==> src/rtl/multi_edge_req.sv <==
// multi_edge_req
// Multi-channel edge-event collector. Each asynchronous input is synchronised
// and then glitch-filtered. A per-channel mode selects which edges of the
// filtered level raise an event. Events set sticky pending flags, and a
// repeated event on a channel that is already pending sets its overrun flag.
// Pending channels are served one at a time, lowest index first, through a
// single registered req/ack port.
module multi_edge_req #(
  parameter int N_CH        = 4,
  parameter int SYNC_STAGES = 2,
  parameter int FILT_W      = 4,
  localparam int RCH_W      = (N_CH > 1) ? $clog2(N_CH) : 1
) (
  input  logic                clk,
  input  logic                rst_n,
  input  logic [N_CH-1:0]     i_sig_in,
  input  logic [2*N_CH-1:0]   i_mode,
  input  logic [FILT_W-1:0]   i_filt_len,
  output logic                o_req,
  output logic [RCH_W-1:0]    o_req_ch,
  input  logic                i_ack,
  output logic [N_CH-1:0]     o_pend,
  output logic [N_CH-1:0]     o_overrun,
  input  logic [N_CH-1:0]     i_clr_ovr
);

  typedef enum logic {
    ST_IDLE  = 1'b0,
    ST_GRANT = 1'b1
  } state_t;

  // Returns the lowest set index. Returns 0 when nothing is set; callers only
  // use the result when at least one bit is set.
  function automatic logic [RCH_W-1:0] f_lowest(input logic [N_CH-1:0] v);
    logic [RCH_W-1:0] idx;
    idx = '0;
    for (int i = N_CH - 1; i >= 0; i--) begin
      if (v[i]) idx = RCH_W'(i);
    end
    return idx;
  endfunction

  logic [N_CH-1:0]   r_sync [SYNC_STAGES];
  logic [N_CH-1:0]   w_s;
  logic [N_CH-1:0]   r_filt;
  logic [N_CH-1:0]   r_filt_d;
  logic [FILT_W-1:0] r_cnt [N_CH];
  logic [N_CH-1:0]   w_fall;
  logic [N_CH-1:0]   w_rise;
  logic [N_CH-1:0]   w_ev;
  logic [N_CH-1:0]   w_clr;
  logic [N_CH-1:0]   r_pend;
  logic [N_CH-1:0]   w_pend_next;
  logic [N_CH-1:0]   r_ovr;
  logic [N_CH-1:0]   w_ovr_next;
  state_t            r_state;
  state_t            w_state_next;
  logic [RCH_W-1:0]  r_req_ch;
  logic [RCH_W-1:0]  w_req_ch_next;

  // Synchroniser chains. They reset to the idle-high level so that reset
  // release with inputs high produces no edge.
  always_ff @(posedge clk or negedge rst_n) begin
    if (!rst_n) begin
      for (int k = 0; k < SYNC_STAGES; k++) r_sync[k] <= '1;
    end else begin
      r_sync[0] <= i_sig_in;
      for (int k = 1; k < SYNC_STAGES; k++) r_sync[k] <= r_sync[k-1];
    end
  end

  assign w_s = r_sync[SYNC_STAGES-1];

  // Glitch filter: the accepted level follows the synchronised level only after
  // the two have differed for filt_len+1 consecutive cycles. The >= compare
  // means that lowering filt_len mid-count takes effect at once and cannot
  // strand the counter above the new threshold.
  always_ff @(posedge clk or negedge rst_n) begin
    if (!rst_n) begin
      r_filt <= '1;
      for (int i = 0; i < N_CH; i++) r_cnt[i] <= '0;
    end else begin
      for (int i = 0; i < N_CH; i++) begin
        if (w_s[i] == r_filt[i]) begin
          r_cnt[i] <= '0;
        end else if (r_cnt[i] >= i_filt_len) begin
          r_filt[i] <= w_s[i];
          r_cnt[i]  <= '0;
        end else begin
          r_cnt[i] <= r_cnt[i] + FILT_W'(1);
        end
      end
    end
  end

  // One-cycle delayed copy of the filtered level for edge detection.
  always_ff @(posedge clk or negedge rst_n) begin
    if (!rst_n) r_filt_d <= '1;
    else        r_filt_d <= r_filt;
  end

  assign w_fall = r_filt_d & ~r_filt;
  assign w_rise = ~r_filt_d & r_filt;

  // Per-channel event select. mode bit 0 enables falling edges and bit 1
  // enables rising edges, so 11 gives both and 00 gives none.
  always_comb begin
    w_ev = '0;
    for (int i = 0; i < N_CH; i++) begin
      w_ev[i] = (i_mode[2*i] & w_fall[i]) | (i_mode[2*i+1] & w_rise[i]);
    end
  end

  // Pending and overrun next state. An acknowledge clears the granted channel,
  // but an event in the same cycle re-arms it as a fresh event without overrun.
  // An overrun set wins over a same-cycle clr_ovr.
  always_comb begin
    w_clr       = '0;
    w_pend_next = r_pend;
    w_ovr_next  = r_ovr;
    for (int i = 0; i < N_CH; i++) begin
      w_clr[i] = i_ack & (r_state == ST_GRANT) & (r_req_ch == RCH_W'(i));
      if (w_ev[i])       w_pend_next[i] = 1'b1;
      else if (w_clr[i]) w_pend_next[i] = 1'b0;
      if (w_ev[i] & r_pend[i] & ~w_clr[i]) w_ovr_next[i] = 1'b1;
      else if (i_clr_ovr[i])                w_ovr_next[i] = 1'b0;
    end
  end

  // Pending and overrun flag registers.
  always_ff @(posedge clk or negedge rst_n) begin
    if (!rst_n) begin
      r_pend <= '0;
      r_ovr  <= '0;
    end else begin
      r_pend <= w_pend_next;
      r_ovr  <= w_ovr_next;
    end
  end

  // Request state register and latched channel index.
  always_ff @(posedge clk or negedge rst_n) begin
    if (!rst_n) begin
      r_state  <= ST_IDLE;
      r_req_ch <= '0;
    end else begin
      r_state  <= w_state_next;
      r_req_ch <= w_req_ch_next;
    end
  end

  // Request arbitration. While granted without ack, the channel index is
  // frozen. On ack, the next grant comes from the pending set after this
  // cycle's update, which allows back-to-back grants with no idle cycle.
  always_comb begin
    w_state_next  = r_state;
    w_req_ch_next = r_req_ch;
    case (r_state)
      ST_IDLE: begin
        if (|r_pend) begin
          w_state_next  = ST_GRANT;
          w_req_ch_next = f_lowest(r_pend);
        end
      end
      ST_GRANT: begin
        if (i_ack) begin
          if (|w_pend_next) begin
            w_state_next  = ST_GRANT;
            w_req_ch_next = f_lowest(w_pend_next);
          end else begin
            w_state_next = ST_IDLE;
          end
        end
      end
      default: w_state_next = ST_IDLE;
    endcase
  end

  assign o_req     = (r_state == ST_GRANT);
  assign o_req_ch  = r_req_ch;
  assign o_pend    = r_pend;
  assign o_overrun = r_ovr;

endmodule

==> config.mk <==
export PLATFORM = sky130hd
export DESIGN_NAME = multi_edge_req
export DESIGN_NICKNAME = d
export VERILOG_FILES = /design/src/rtl/multi_edge_req.sv
export SDC_FILE = /design/constraint.sdc
export NUM_CORES = 1
export LEC_CHECK = 0
export ABC_AREA = 1
export ABC_CLOCK_PERIOD_IN_PS = 1700
export CORE_ASPECT_RATIO = 0.75
export CORE_MARGIN = 5
export CORE_UTILIZATION = 50
export DETAILED_ROUTE_END_ITERATION = 6
export PLACE_DENSITY_LB_ADDON = 0.08
export REMOVE_ABC_BUFFERS = 1
export SETUP_SLACK_MARGIN = 0.2
export SYNTH_ARGS = -nofsm -noshare
export SYNTH_HDL_FRONTEND = slang
export SYNTH_SLANG_ARGS = --single-unit
==> constraint.sdc <==
create_clock -name clk -period 1.7 [get_ports clk]
set_input_delay 0.425 -clock clk [delete_from_list [all_inputs] [get_ports clk]]
set_output_delay 0.425 -clock clk [all_outputs]
set_load 0.005 [all_outputs]
== Yosys cells after proc, flatten, opt, wreduce, memory -nomap -nowiden ==
Index checks and enable logic that the tools add are counted.
Word-level totals
  bits in registers: 43
  output and inout port bits: 11
  logic and storage cells: 126
  input bits: 23
Operators by class
  reduce and logical (&&, ||, !) cells: 12
  $lt $le $gt $ge: 4
  add/subtract/negate cells: 4
  equality and inequality tests: 10
  bitwise operators: 38
  multiplexer cells: 40
Operator list (count)
  4-bit 2-to-1 mux: 8
  2-bit 2-to-1 mux: 11
  1-bit bitwise AND: 21
  1-bit 2-to-1 mux: 19
  4-bit by 1-bit adder with 4-bit output (second input constant): 4
  4-bit >= comparator: 4
  1-bit NOT: 9
  4-bit bitwise AND: 2
  4-bit NOT: 2
  2-bit AND reduction: 4
  2-bit nonzero test: 4
  4-bit OR reduction: 2
  1-bit equality test: 4
  2-bit equality test (second input constant): 2
  2-bit != test (second input constant): 2
  1-bit OR: 4
  2-bit case mux with 2 select lines: 1
  3-bit AND reduction: 1
  2-bit by 1-bit equality test with 1-bit output (second input constant): 1
  2-bit zero test: 1
  2-bit by 1-bit != test with 1-bit output (second input constant): 1
  1-bit case mux with 2 select lines: 1

== Depth between registers and ports, before layout ==
Gate-level depths: netlist (run 1).
  depth after elaboration: 12
  depth in mapped cells: 12
  gate-level depth less buffers: 11

== Worst setup path before layout (run 1) ==
No wires, ideal clock.
  path type: input-to-reg
  start: input port i_filt_len[1]
  end: register r_cnt[13] (netlist bit)
  slack: 0.270 ns
  path buffers: 0
  library setup time: 0.089 ns
  arrival: 1.341 ns
  stages: 7
  data required time: 1.611 ns
  cell sequence: inv_1 -> ha_1 -> inv_1 -> nor2_1 -> o211ai_1 -> nand3_1 -> nor3b_1
Between the ends
  longest elaborated chain between the ends: 3
RTL lines
  start, declared: RTL line 18  | input logic [FILT_W-1:0] i_filt_len,
  4-bit >= comparator: RTL line 86  | end else if (r_cnt[i] >= i_filt_len) begin
  4-bit 2-to-1 mux: RTL line 86
  4-bit 2-to-1 mux: RTL line 84  | if (w_s[i] == r_filt[i]) begin
  end signal, assigned by index: RTL line 90  | r_cnt[i] <= r_cnt[i] + FILT_W'(1);
  end, declared: RTL line 47  | logic [FILT_W-1:0] r_cnt [N_CH];
No other way between the ends.
A chain may end at the register's enable or synchronous reset.

== Worst setup path after layout (run 1) ==
  start: register r_cnt[13] (netlist bit)
  end: register r_cnt[15] (netlist bit)
Between the ends
  longest elaborated chain between the ends: 3
  elaborated cells between the ends (all ways): 4
  those cells by class: 1 x add/sub; 1 x order compare; 2 x mux
RTL lines (RTL line)
  4-bit by 1-bit adder with 4-bit output / 4-bit >= comparator (equally long branches): 90, 86
  4-bit 2-to-1 mux (*): 86
  4-bit 2-to-1 mux (*): 84
Every way passes the cells marked *; elsewhere a longest branch is shown, timed or not.

==> results of run 1 <==
## synth_stat cells, drive strengths merged
| master | n |
|---|---|
| dfrtp | 27 |
| buf | 1 |
| inv | 38 |
| nand3 | 21 |
| o21ai | 9 |
| o211ai | 4 |
| clkinv | 1 |
| nand3b | 1 |
| nand4 | 5 |
| nor2 | 24 |
| dfstp | 16 |
| nor4 | 4 |
| ha | 20 |
| nor3 | 8 |
| or2 | 1 |
| a21oi | 5 |
| nor3b | 4 |
| xnor2 | 8 |
| nand2 | 39 |
| o22ai | 3 |
## repair_timing
action / 4_1_cts / 5_1_grt
pin swaps: 12 / 22
resized for setup: 45 / 27
endpoints found under the setup margin: 33 / 18
setup buffers: 8 / 4
## per-layer routing
metal  vias to the layer above  share of wire  global-route usage
met2                        37           0.46               0.282
met3                        12          0.042              0.0433
met1                       857           0.48               0.254
li1                        911              -                   -
met4                         0          0.019              0.0766
met5                         -              0                   0
## state kept, by name, summed over array words and instances (netlist names)
signal	cells
r_cnt	16
o_overrun	4
o_pend	4
r_filt	4
r_filt_d	4
r_sync	4
w_s	4
o_req_ch	2
o_req	1
## layout make-up
cell class              instances  share of cell area
clock buffers                   7              0.0240
multi-input cells             156               0.396
inverters                      39              0.0495
clock inverters                 1             0.00944
flip-flops and latches         43               0.345
repair buffers                 55               0.154
well taps                      57              0.0224
## final timing paths
path / startpoint / depth (start not counted) / to
worst max-delay path: r_cnt[13]$_DFF_PN0_ / 6 / r_cnt[15]$_DFF_PN0_
worst min-delay path: rst_n / 1 / r_cnt[10]$_DFF_PN0_
worst max register to register: r_cnt[13]$_DFF_PN0_ / 6 / r_cnt[15]$_DFF_PN0_
worst min register to register: r_sync[4]$_DFF_PN1_ / 0 / w_s[0]$_DFF_PN1_
max in group asynchronous: rst_n / 2 / r_filt_d[0]$_DFF_PN1_
min in group clk: r_sync[4]$_DFF_PN1_ / 0 / w_s[0]$_DFF_PN1_
## cells by family after synthesis
kind of cell    Yosys count
compound gates           21
xor+xnor                  8
fa+ha+maj                20
buf+inv                  40
flops                    43
simple gates            107
## layout by cell type, fill, tap and decap left out, types with 3 or more instances in the layout
master           instances
a21oi_2                  4
buf_4                   18
buf_6                    3
clkbuf_8                 5
clkdlybuf4s50_1         16
dfrtp_1                 26
dfstp_2                 16
dlygate4sd2_1           15
ha_1                    10
ha_4                    10
inv_1                   28
inv_2                    6
inv_4                    4
nand2_1                 29
nand2_2                  4
nand2_4                  6
nand3_1                 12
nand3_2                  8
nand4_1                  5
nor2_1                  19
nor2_2                   4
nor3_1                   6
nor3b_2                  4
o211ai_1                 4
o21ai_0                  5
o22ai_1                  3
xnor2_1                  8
## power breakdown
group | leakage, nW | switching (mW) | internal (mW)
clock network | 0.0524 | 0.344 | 0.440
registers | 0.508 | 0.263 | 1.40
logic | 0.900 | 0.997 | 0.948
total | 1.46 | 1.60 | 2.79
==> flow_summary.ini, run 1 <==
[run_status]
status = finished, final reports clean

[grt]
grt_max_degree = 21
grt_pass1_wl_um = 8420
antenna_found_initial = 0
grt_util_all_layers = 0.185
grt_pass1_vias = 1828
overflow = 0

[route]
drtIter0Drc = 88
vias = 1817
dr.pass1.iters = 5
drt-vias-per-instance = 5.08
finalWirelength_um = 4950
drc = 0
final_antenna_net_count = 0
post_drt_wl_per_cell_um = 13.8

[finish]
area_delta_synth_final_pct = 41.4
antennaDiodeCount = 0
final_layout_size_suffix_gt1_frac = 0.359
fin_cells = 358
nFillCells = 334
nets = 343
multiInputGateArea_um2 = 1260
regArea_um2 = 1100
fin_util = 0.721
fin_area_um2 = 3180

[worst_setup_path]
critical_path.cell_chain = ha_4, inv_2, nor2_2, o211ai_1, nand3_2, nor4_2
cp-end-kind = register
start_kind = register
cp_data_required_time_ps = 1900
critical_path_class = reg -> reg
cp_top_family = simple AND/OR/NAND/NOR gates
regToRegSetupSlack_ps = 220
worstPathMaxFanout = 6
critPathMaxStageDelay_ps = 440
crit_arrival_ps = 1680
slowest_stage = dfrtp_2
critPathBufInv = 1

[floorplan]
num_rows = 21
core_area_um2 = 4410
die_x_um = 87.5
dieArea_um2 = 5960
start_util = 0.510
die_y_um = 68.1
io_pins = 34

[synthesis]
synth.top_cell.area_share = 0.300
syn_avg_cell_area_um2 = 9.42
synth.area.mux_share = 0
yosys.area.top_type = dfrtp_1
synth_cell_types = 28
yosysSeqAreaShare = 0.487
postSynthCellCount = 239
synth_area_leaders = dfrtp_1, dfstp_2, ha_1
synthesis.area_um2 = 2250
post_synth_fa_ha_maj_area_fraction = 0.111
synth_top_family_by_area = simple AND/OR/NAND/NOR gates
synth-seq-cells = 43
synth_compound_area_frac = 0.0561
yosys_warnings = 0
synth-xor-area-share = 0.0311
synth_simple_gate_area_share = 0.244

[placed_design]
dp_hpwl_um = 3360
dp_cells = 338
place.port_buffers = 33
post-place-ws_ps = -376
place_area_um2 = 2720
place_congestion = 0.804

[timing]
slew_headroom = 0.640
tightest_slew_ps = 536
setup_viol = 0
tns_ps = 0
period_share = 0.871
slew_viol_final = 0
finClkSkew_ps = 9.02
fmax_ghz = 0.675
rsz0062_at_grt = yes
setup_ws_ps = 219
report.final.hold_viol_count = 0
whs_ps = 77.7
period_needed_ps = 1480

[clock_tree]
path_clk_slew_ps = 80
holdBufCountCts = 0
cts_root_buf = clkbuf_8
clkLatencyLatePin_ps = 300
htree_levels = 2
clock_path_buffers = 2
cts.sinks = 43
cts_inserted_buffers = 5
cts_tree = done

[pwr]
cellPowerDensity_nw_per_um2 = 1380
leakage_nw = 1.46
ir_drop_mv = 1.08
p_total_mw = 4.39

[flow_run]
cap_violations = 0

[min_path]
min_path_type = in -> async
(Power assumes the default switching activity.)
==> run 2, diff against run 1 <==
- GPL_TIMING_DRIVEN: not set -> 1
==> results of run 2 <==
Same layout as run 1: the final DEF is identical, and so are final timing and power.
